### src/rtl/exp_final_stage_if.sv
// exp_final_stage_if
//   Bundles the handshake, data and status signals of the exponent final
//   stage. The stage itself connects through the slave modport; the
//   producer/consumer side (or a bench) uses the master modport.
//
//   Input beat : in_valid, in_ready, CONT[2:0], E_PRE_C[11:0], RND_CARRY[1:0]
//   Output beat: out_valid, out_ready, E_OUT[11:0], CONT_OUT[2:0], OVF[1:0], UNF[1:0]
//   Status     : cnt_clr, OVF_CNT[CNT_W-1:0], UNF_CNT[CNT_W-1:0]
interface exp_final_stage_if #(
    parameter int CNT_W = 8
);
    logic             in_valid;
    logic             in_ready;
    logic [2:0]       CONT;
    logic [11:0]      E_PRE_C;
    logic [1:0]       RND_CARRY;
    logic             out_valid;
    logic             out_ready;
    logic [11:0]      E_OUT;
    logic [2:0]       CONT_OUT;
    logic [1:0]       OVF;
    logic [1:0]       UNF;
    logic             cnt_clr;
    logic [CNT_W-1:0] OVF_CNT;
    logic [CNT_W-1:0] UNF_CNT;

    modport master (
        output in_valid, CONT, E_PRE_C, RND_CARRY, out_ready, cnt_clr,
        input  in_ready, out_valid, E_OUT, CONT_OUT, OVF, UNF, OVF_CNT, UNF_CNT
    );

    modport slave (
        input  in_valid, CONT, E_PRE_C, RND_CARRY, out_ready, cnt_clr,
        output in_ready, out_valid, E_OUT, CONT_OUT, OVF, UNF, OVF_CNT, UNF_CNT
    );
endinterface

### src/rtl/exp_final_stage.sv
// exp_final_stage
//   Adds the mantissa-rounding carry to the pre-computed exponent, detects
//   per-lane overflow/underflow and saturates to the infinity (EMAX+1) or
//   zero code. Mode 1/3 use one 12-bit lane, mode 2 uses two independent
//   6-bit lanes. Results leave through a 2-stage elastic valid/ready pipe;
//   saturating event counters track accepted beats carrying OVF/UNF.
//
//   clk  : clock, rising edge
//   rst  : synchronous active-high reset
//   bus  : exp_final_stage_if.slave (input beat, output beat, counters)
module exp_final_stage #(
    parameter int EMAX1 = 2046,
    parameter int EMAX2 = 30,
    parameter int EMAX3 = 254,
    parameter int CNT_W = 8
) (
    input  logic                 clk,
    input  logic                 rst,
    exp_final_stage_if.slave     bus
);

    localparam logic signed [12:0] EMAX1_S = 13'(EMAX1);
    localparam logic signed [12:0] EMAX3_S = 13'(EMAX3);
    localparam logic signed [6:0]  EMAX2_S = 7'(EMAX2);
    localparam logic [11:0]        INF1    = 12'(EMAX1 + 1);
    localparam logic [11:0]        INF3    = 12'(EMAX3 + 1);
    localparam logic [5:0]         INF2    = 6'(EMAX2 + 1);

    // Result packed as {ovf, unf, exponent}.
    function automatic logic [13:0] sat_wide(input logic signed [12:0] s,
                                             input logic signed [12:0] emax,
                                             input logic [11:0]        inf);
        logic [13:0] r;
        if (s > emax)
            r = {2'b10, inf};
        else if (s < 13'sd1)
            r = {2'b01, 12'd0};
        else
            r = {2'b00, s[11:0]};
        return r;
    endfunction

    function automatic logic [7:0] sat_lane(input logic signed [6:0] s);
        logic [7:0] r;
        if (s > EMAX2_S)
            r = {2'b10, INF2};
        else if (s < 7'sd1)
            r = {2'b01, 6'd0};
        else
            r = {2'b00, s[5:0]};
        return r;
    endfunction

    function automatic logic [CNT_W-1:0] sat_inc(input logic [CNT_W-1:0] c);
        return (&c) ? c : c + {{(CNT_W-1){1'b0}}, 1'b1};
    endfunction

    logic              vld_p1, vld_p2;
    logic [2:0]        cont_p1, cont_p2;
    logic [11:0]       e_pre_p1;
    logic [1:0]        carry_p1;
    logic [11:0]       e_out_p2;
    logic [1:0]        ovf_p2, unf_p2;
    logic [CNT_W-1:0]  ovf_cnt, unf_cnt;

    logic              s2_adv, s1_adv, in_ready_c, out_acc;
    logic signed [12:0] sum_w;
    logic signed [6:0]  sum_hi, sum_lo;
    logic [13:0]       res_w;
    logic [7:0]        res_hi, res_lo;
    logic [11:0]       e_nxt;
    logic [1:0]        ovf_nxt, unf_nxt;

    assign s2_adv     = !vld_p2 || bus.out_ready;
    assign s1_adv     = vld_p1 && s2_adv;
    // Combinational from out_ready so a full pipe keeps streaming.
    assign in_ready_c = !vld_p1 || s2_adv;
    assign out_acc    = vld_p2 && bus.out_ready;

    always_comb begin
        sum_w  = $signed({e_pre_p1[11], e_pre_p1}) + $signed({12'd0, carry_p1[0]});
        sum_hi = $signed({e_pre_p1[11], e_pre_p1[11:6]}) + $signed({6'd0, carry_p1[1]});
        sum_lo = $signed({e_pre_p1[5], e_pre_p1[5:0]}) + $signed({6'd0, carry_p1[0]});
        res_w  = sat_wide(sum_w, cont_p1[1] ? EMAX3_S : EMAX1_S, cont_p1[1] ? INF3 : INF1);
        res_hi = sat_lane(sum_hi);
        res_lo = sat_lane(sum_lo);
        // CONT[1] selects mode 3; otherwise CONT[0] picks mode 2 over mode 1.
        if (!cont_p1[1] && cont_p1[0]) begin
            e_nxt   = {res_hi[5:0], res_lo[5:0]};
            ovf_nxt = {res_hi[7], res_lo[7]};
            unf_nxt = {res_hi[6], res_lo[6]};
        end else begin
            e_nxt   = res_w[11:0];
            ovf_nxt = {1'b0, res_w[13]};
            unf_nxt = {1'b0, res_w[12]};
        end
    end

    // S1: input capture
    always_ff @(posedge clk) begin
        if (in_ready_c && bus.in_valid) begin
            cont_p1  <= bus.CONT;
            e_pre_p1 <= bus.E_PRE_C;
            carry_p1 <= bus.RND_CARRY;
        end
    end

    // S2: saturated result, control and counters
    always_ff @(posedge clk) begin
        if (rst) begin
            vld_p1   <= 1'b0;
            vld_p2   <= 1'b0;
            e_out_p2 <= '0;
            cont_p2  <= '0;
            ovf_p2   <= '0;
            unf_p2   <= '0;
            ovf_cnt  <= '0;
            unf_cnt  <= '0;
        end else begin
            if (in_ready_c)
                vld_p1 <= bus.in_valid;
            if (s2_adv)
                vld_p2 <= vld_p1;
            if (s1_adv) begin
                e_out_p2 <= e_nxt;
                cont_p2  <= cont_p1;
                ovf_p2   <= ovf_nxt;
                unf_p2   <= unf_nxt;
            end
            if (bus.cnt_clr) begin
                ovf_cnt <= '0;
                unf_cnt <= '0;
            end else begin
                if (out_acc && |ovf_p2)
                    ovf_cnt <= sat_inc(ovf_cnt);
                if (out_acc && |unf_p2)
                    unf_cnt <= sat_inc(unf_cnt);
            end
        end
    end

    assign bus.in_ready  = in_ready_c;
    assign bus.out_valid = vld_p2;
    assign bus.E_OUT     = e_out_p2;
    assign bus.CONT_OUT  = cont_p2;
    assign bus.OVF       = ovf_p2;
    assign bus.UNF       = unf_p2;
    assign bus.OVF_CNT   = ovf_cnt;
    assign bus.UNF_CNT   = unf_cnt;

endmodule

### src/flat_wrapper.sv
// flat-port wrapper written by rule: the top's interface ports become plain ports
module exp_final_stage_flat 
#(
    parameter int EMAX1 = 2046,
    parameter int EMAX2 = 30,
    parameter int EMAX3 = 254,
    parameter int CNT_W = 8
)
  (clk, rst, bus_in_valid, bus_CONT, bus_E_PRE_C, bus_RND_CARRY, bus_out_ready, bus_cnt_clr, bus_in_ready, bus_out_valid, bus_E_OUT, bus_CONT_OUT, bus_OVF, bus_UNF, bus_OVF_CNT, bus_UNF_CNT);
  exp_final_stage_if #(.CNT_W(CNT_W)) bus_i ();
  input  logic clk;
  input  logic rst;
  input wire logic [$bits(bus_i.in_valid)-1:0] bus_in_valid;
  input wire logic [$bits(bus_i.CONT)-1:0] bus_CONT;
  input wire logic [$bits(bus_i.E_PRE_C)-1:0] bus_E_PRE_C;
  input wire logic [$bits(bus_i.RND_CARRY)-1:0] bus_RND_CARRY;
  input wire logic [$bits(bus_i.out_ready)-1:0] bus_out_ready;
  input wire logic [$bits(bus_i.cnt_clr)-1:0] bus_cnt_clr;
  output wire logic [$bits(bus_i.in_ready)-1:0] bus_in_ready;
  output wire logic [$bits(bus_i.out_valid)-1:0] bus_out_valid;
  output wire logic [$bits(bus_i.E_OUT)-1:0] bus_E_OUT;
  output wire logic [$bits(bus_i.CONT_OUT)-1:0] bus_CONT_OUT;
  output wire logic [$bits(bus_i.OVF)-1:0] bus_OVF;
  output wire logic [$bits(bus_i.UNF)-1:0] bus_UNF;
  output wire logic [$bits(bus_i.OVF_CNT)-1:0] bus_OVF_CNT;
  output wire logic [$bits(bus_i.UNF_CNT)-1:0] bus_UNF_CNT;
  assign bus_i.in_valid = bus_in_valid;
  assign bus_i.CONT = bus_CONT;
  assign bus_i.E_PRE_C = bus_E_PRE_C;
  assign bus_i.RND_CARRY = bus_RND_CARRY;
  assign bus_i.out_ready = bus_out_ready;
  assign bus_i.cnt_clr = bus_cnt_clr;
  assign bus_in_ready = bus_i.in_ready;
  assign bus_out_valid = bus_i.out_valid;
  assign bus_E_OUT = bus_i.E_OUT;
  assign bus_CONT_OUT = bus_i.CONT_OUT;
  assign bus_OVF = bus_i.OVF;
  assign bus_UNF = bus_i.UNF;
  assign bus_OVF_CNT = bus_i.OVF_CNT;
  assign bus_UNF_CNT = bus_i.UNF_CNT;
  exp_final_stage #(.EMAX1(EMAX1), .EMAX2(EMAX2), .EMAX3(EMAX3), .CNT_W(CNT_W)) u_core (.clk(clk), .rst(rst), .bus(bus_i));
endmodule
### config.mk
export PLATFORM = sky130hd
export DESIGN_NAME = exp_final_stage_flat
export DESIGN_NICKNAME = d
export VERILOG_FILES = /design/src/rtl/exp_final_stage_if.sv /design/src/rtl/exp_final_stage.sv /design/src/flat_wrapper.sv
export SDC_FILE = /design/constraint.sdc
export NUM_CORES = 1
export LEC_CHECK = 0
export ABC_CLOCK_PERIOD_IN_PS = 3100
export CORE_MARGIN = 4
export CORE_UTILIZATION = 40
export CTS_BUF_LIST = sky130_fd_sc_hd__clkbuf_8
export CTS_CLUSTER_SIZE = 25
export DETAILED_ROUTE_END_ITERATION = 12
export PLACE_DENSITY = 0.78
export SLEW_MARGIN = 20
export SYNTH_ARGS = -nofsm -noshare
export SYNTH_HDL_FRONTEND = slang
export SYNTH_SLANG_ARGS = --single-unit
### constraint.sdc
create_clock -name clk -period 3.1 [get_ports clk]
set_input_delay 0.31 -clock clk [delete_from_list [all_inputs] [get_ports clk]]
set_output_delay 0.31 -clock clk [all_outputs]
set_load 0.02 [all_outputs]
==> impl_metrics.yaml, run 1 <==
worst_setup_path:
  crit_path_end_kind: "register"
  start_kind: "register"
  required_ns: 3.33
  cp_max_fo: 5
  worstSetupPathType: "register to register"
  cp.arrival_ns: 3.21
layout:
  layout.cells.non_filler: 485
  regArea_um2: 1251
  layout-drive-gt1-share_pct: 13.11
  fin_nets: 420
  final_cell_mix: "58 x clkdlybuf4s50_1, 37 x dfxtp_1, 36 x nor2_1"
  nFillCells: 614
  multiInputGateArea_um2: 1687
  area_growth_pct: 33.62
  num_antenna_cells: 0
  mostFrequentLayoutCell: "clkdlybuf4s50_1"
worst_hold_path:
  hp-class: "register to register"
timing:
  setup_viol_count_final: 0
  finalCriticalPeriod_ns: 2.979
  final_hold_viol_count: 0
  tightest_slew_ns: 0.7575
  rsz0062_at_grt: "true"
  slew_violations: 0
  finalClockSkew_ns: 0.01667
  min_period_over_period_pct: 96.10
  final.setup.worst_slack_ns: 0.1208
  slew_headroom_pct: 49.50
  max_freq_mhz: 335.7
placement:
  place_congestion: 0.9317
  port_buffers: 58
  dpl.hpwl_mm: 5.394
  placedCellCount: 474
  place_ws_ns: -0.1198
global_routing:
  antenna_found_initial: 0
  grt_max_degree: 20
  grt_usage_pct: 16.51
  grt_pass1_vias: 2453
  grt_pass1_wl_mm: 11.76
  gr-total-overflow: 0
yosys:
  yosysUniqueCellTypes: 57
  synth_top_area_share_pct: 25.32
  avgSynthCellArea_um2: 9.199
  yosys_warnings: 0
  ys_async_sr_fraction_pct: 0
  syn_area_um2: 2925
  ys.flop_type: "dfxtp_1"
  synth.area.top_cells: "dfxtp_1 25%, edfxtp_1 17%, nor2_1 4.7%"
  syn-num-nets: 350
  yosysSeqAreaShare_pct: 42.77
  netlist_instances: 318
  ys_seq_elements: 54
  yosys.area.top_type: "dfxtp_1"
  synth_edf_count: 17
floorplanning:
  die_h_um: 93.52
  row_count: 30
  die_x_um: 93.52
  die-area_um2: 8745
  coreArea_um2: 6944
  ios: 59
  start_util_pct: 42.13
drt:
  antenna_left: 0
  viasPerCell: 5.435
  vias: 2636
  drt-total-wl_mm: 7.051
  dr.first_iter.drc_count: 100
  wire_per_inst_um: 14.54
  drcViolationCount: 0
  drt-pass1-iter-count: 4
power:
  power.density_nw_per_um2: 375.5
  power.share.switching_pct: 28.22
  totalPowerFinal_mw: 1.468
  switchingPower_mw: 0.4141
  combPwrFrac_pct: 17.9
  cellInternalPower_mw: 1.054
  seqPwrFrac_pct: 53.5
  worst_ir_drop_vdd_mv: 0.2335
  power.share.clock_pct: 28.6
  cellLeakagePower_nw: 1.377
clock_tree:
  clk_latency_ns: 0.32
  cts_buffer_depth: 2
  cts.clk_slew.worst_paths_ns: 0.10
  htree_levels: 2
  cts_tree: "yes"
  cts_hold_buf: 0
  cts_buffers: 5
  clock_sinks: 54
  cts-root-buf: "clkbuf_8"
run:
  cap_viol_max_count: 0
run_status:
  outcome: "finished, final reports clean"
synthesized netlist by cell type, types with 10 or more instances:
cell type and instances:
o21ai_0 11, nor2_1 37, xor2_1 12, nand2_1 30, dfxtp_1 37, edfxtp_1 17
ha_1 10, a21oi_1 14, xnor2_1 12, nand4_1 12, nand3_1 13, clkbuf_1 10
metrics by stage:
| step | area (um2) | hold slack (ns) | util, % | setup TNS, ns |
|---|---|---|---|---|
| finish | 3909 | 0.4622 | 56.29 | 0 |
| CTS | 3827 | 0.4640 | 55.12 | 0 |
| floorplan | 2925 | 0.4089 | - | 0 |
| detailed placement | 3687 | 0.4496 | 53.10 | -0.6570 |
| global route | 3909 | 0.4919 | 56.29 | -0.02089 |
| global placement | 3687 | 0.4444 | 53.10 | 0 |
routing by layer:
layer / vias to the layer above / track usage (%) / wire [um]
li1: 1312 / - / -
met1: 1236 / 21.82 / 3131
met2: 82 / 28.05 / 3376
met3: 6 / 3.620 / 484
met4: 0 / 2.564 / 58
met5: - / 0 / 0
cell families after synthesis:
logic type      synth area share, %
mux                           1.796
flops                         42.77
compound gates                16.21
xor+xnor                      7.186
simple gates                  24.72
fa+ha+maj                     4.277
buf+inv                       3.037
worst max-delay path: stages (launching register included):
cell      delay (ns)
edfxtp_1        0.39
ha_4            0.17
ha_4            0.15
nand3_4         0.08
nor3_4          0.21
xor2_2          0.10
ha_1            0.31
and2_4          0.14
and4_1          0.20
nand2_2         0.07
nor4b_4         0.30
mux2_4          0.37
mux2_4          0.31
o22ai_2         0.09
final timing paths:
kind	depth (start not counted)	endpoint	slack (ns)	start
worst min register to register	2	u_core.bus.CONT_OUT[0]$_SDFFE_PP0P_	0.46	u_core.bus.CONT_OUT[0]$_SDFFE_PP0P_
worst max-delay path	13	u_core.bus.E_OUT[9]$_SDFFE_PP0P_	0.12	u_core.e_pre_p1[0]$_DFFE_PP_
worst min-delay path	2	u_core.bus.CONT_OUT[0]$_SDFFE_PP0P_	0.46	u_core.bus.CONT_OUT[0]$_SDFFE_PP0P_
worst max register to register	13	u_core.bus.E_OUT[9]$_SDFFE_PP0P_	0.12	u_core.e_pre_p1[0]$_DFFE_PP_
sequential cells by signal, indices dropped and copies added (netlist names):
name	count
u_core.bus.E_OUT	12
u_core.bus.OVF_CNT	8
u_core.vld_p1	1
u_core.bus.UNF_CNT	8
u_core.bus.out_valid	1
u_core.bus.UNF	2
u_core.carry_p1	2
u_core.bus.OVF	2
u_core.cont_p1	3
u_core.bus.CONT_OUT	3
u_core.e_pre_p1	12
cell type report:
class	count	area share [%]
repair buffers	79	18.89
clock buffers	5	1.761
inverters	4	0.3841
flip-flops and latches	54	32.01
multi-input cells	244	43.15
well taps	96	3.073
clock inverters	3	0.7362
what timing repair did:
action                     in CTS  in global routing
setup endpoints to repair       7                 11
setup buffers                   2                  1
gates resized for setup         6                 14
cloned                          0                  0
pin swaps                       1                  7
power by group through the flow:
stage / Sequential [mW] / Combinational [mW] / Clock, mW
floorplan: 0.810 / 0.129 / 0
global placement: 0.800 / 0.236 / 0
detailed placement: 0.800 / 0.243 / 0
CTS: 0.784 / 0.251 / 0.427
global route: 0.791 / 0.286 / 0.455
finish: 0.786 / 0.262 / 0.420
Power figures use the tool's default switching activity.
==> run 2: changes to the inputs <==
TNS_END_PERCENT = 30   (was not set)
==> impl_metrics.yaml, run 2 (synthesized netlist as in run 1, its figures left out) <==
run_status:
  outcome: "finished, final reports clean"
layout:
  final_util_pct: 56.25
  mostFrequentLayoutCell: "clkdlybuf4s50_1"
  num_antenna_cells: 0
  nFillCells: 615
  layout-drive-gt1-share_pct: 12.85
  area_growth_pct: 33.53
  fin_nets: 420
  final_cell_mix: "58 x clkdlybuf4s50_1, 37 x nor2_1, 37 x dfxtp_1"
global_routing:
  grt_max_degree: 20
  gr-total-overflow: 0
  grt_pass1_wl_mm: 11.76
  grt_usage_pct: 16.51
  antenna_found_initial: 0
  grt_pass1_vias: 2453
placement:
  place_congestion: 0.9317
  dpl.hpwl_mm: 5.394
  port_buffers: 58
clock_tree:
  clk_latency_ns: 0.32
  htree_levels: 2
  cts-root-buf: "clkbuf_8"
  cts_buffers: 5
  cts_tree: "yes"
  cts.clk_slew.worst_paths_ns: 0.10
  clock_sinks: 54
  cts_buffer_depth: 2
  cts_hold_buf: 0
drt:
  drt-pass1-iter-count: 4
  drcViolationCount: 0
  antenna_left: 0
  drt-total-wl_mm: 7.084
  vias: 2635
  dr.first_iter.drc_count: 106
  wire_per_inst_um: 14.61
  viasPerCell: 5.433
power:
  combPwrFrac_pct: 17.9
  power.density_nw_per_um2: 375.4
  power.share.switching_pct: 28.17
  switchingPower_mw: 0.4131
  totalPowerFinal_mw: 1.467
  worst_ir_drop_vdd_mv: 0.2328
  seqPwrFrac_pct: 53.6
  cellInternalPower_mw: 1.053
  cellLeakagePower_nw: 1.378
  power.share.clock_pct: 28.5
worst_setup_path:
  slowest_stage: "edfxtp_1"
  critical_path_buf_inv_count: 0
  start_kind: "register"
  worstSetupPathType: "register to register"
  worstPathCellList: "ha_4 > ha_4 > nand3_4 > nor3_4 > xor2_2 > ha_1 > and2_4 > and4_1 > nand2_2 > nor4b_4 > mux2_4 > mux2_4 > o22ai_2"
  cp.arrival_ns: 3.22
  crit_family: "simple AND/OR/NAND/NOR gates"
  cp_max_fo: 5
  cp_slowest_stage_delay_ns: 0.39
  required_ns: 3.33
  crit_path_end_kind: "register"
floorplanning:
  die-area_um2: 8745
  die_x_um: 93.52
  row_count: 30
  ios: 59
  die_h_um: 93.52
  coreArea_um2: 6944
  start_util_pct: 42.13
timing:
  min_period_over_period_pct: 96.23
  final_hold_viol_count: 0
  tightest_slew_ns: 0.7575
  finalCriticalPeriod_ns: 2.983
  slew_headroom_pct: 49.50
  slew_violations: 0
  rsz0062_at_grt: "true"
  setup_viol_count_final: 0
  finalClockSkew_ns: 0.01645
  max_freq_mhz: 335.2
worst_hold_path:
  hp-class: "register to register"
run:
  cap_viol_max_count: 0
==> run 2: final cells by class <==
type,instances,area (um2),area share [%]
Sequential cell,54,1251,32.03
Multi-Input combinational cell,244,1684,43.11
Clock buffer,5,68.82,1.762
Inverter,4,15.01,0.3844
Clock inverter,3,28.78,0.7367
Timing Repair Buffer,79,738.2,18.90
Tap cell,96,120.1,3.075
==> run 2: worst paths after layout <==
check,cells past startpoint,endpoint,slack (ns),start
setup / recovery,13,u_core.bus.E_OUT[9]$_SDFFE_PP0P_,0.12,u_core.e_pre_p1[0]$_DFFE_PP_
hold / removal,2,u_core.bus.CONT_OUT[0]$_SDFFE_PP0P_,0.46,u_core.bus.CONT_OUT[0]$_SDFFE_PP0P_
setup reg to reg,13,u_core.bus.E_OUT[9]$_SDFFE_PP0P_,0.12,u_core.e_pre_p1[0]$_DFFE_PP_
hold reg to reg,2,u_core.bus.CONT_OUT[0]$_SDFFE_PP0P_,0.46,u_core.bus.CONT_OUT[0]$_SDFFE_PP0P_
==> run 2: what timing repair did <==
item                                    CTS  global route
pin swaps                                 1             7
gates cloned                              0             0
gates resized for setup                   6            13
hold endpoints to repair                  0             0
endpoints found under the setup margin    7            11
buffers inserted                          2             1
==> run 2: routing by layer <==
metal	GRT usage (%)	wire [um]
met5	0	0
met4	2.564	40
met3	3.620	509
met2	28.05	3392
met1	21.82	3140
==> run 2: power groups by stage <==
stage	combinational, mW	sequential, mW	clock, mW
final	0.262	0.786	0.418
after global routing	0.286	0.791	0.455
after CTS	0.251	0.784	0.427
after detailed placement	0.243	0.800	0
after global placement	0.236	0.800	0
after floorplan	0.129	0.810	0
==> run 2: worst register-to-register path: stages (launching register included) <==
cell      delay [ns]
edfxtp_1        0.39
ha_4            0.17
ha_4            0.15
nand3_4         0.09
nor3_4          0.21
xor2_2          0.10
ha_1            0.31
and2_4          0.14
and4_1          0.20
nand2_2         0.07
nor4b_4         0.30
mux2_4          0.37
mux2_4          0.31
o22ai_2         0.09
==> run 2: per-stage QoR <==
stage / cell area [um2] / setup slack, ns / std cells / hold WS [ns] / setup TNS (ns)
6_report: 3906 / 0.1168 / 485 / 0.4622 / 0
3_5_place_dp: 3687 / -0.1198 / 474 / 0.4496 / -0.6570
4_1_cts: 3827 / 0.02032 / 484 / 0.4640 / 0
5_1_grt: 3906 / -0.01016 / 485 / 0.4919 / -0.02089
3_3_place_gp: 3687 / 0.03795 / 474 / 0.4444 / 0
2_1_floorplan: 2925 / 0.02665 / 318 / 0.4089 / 0
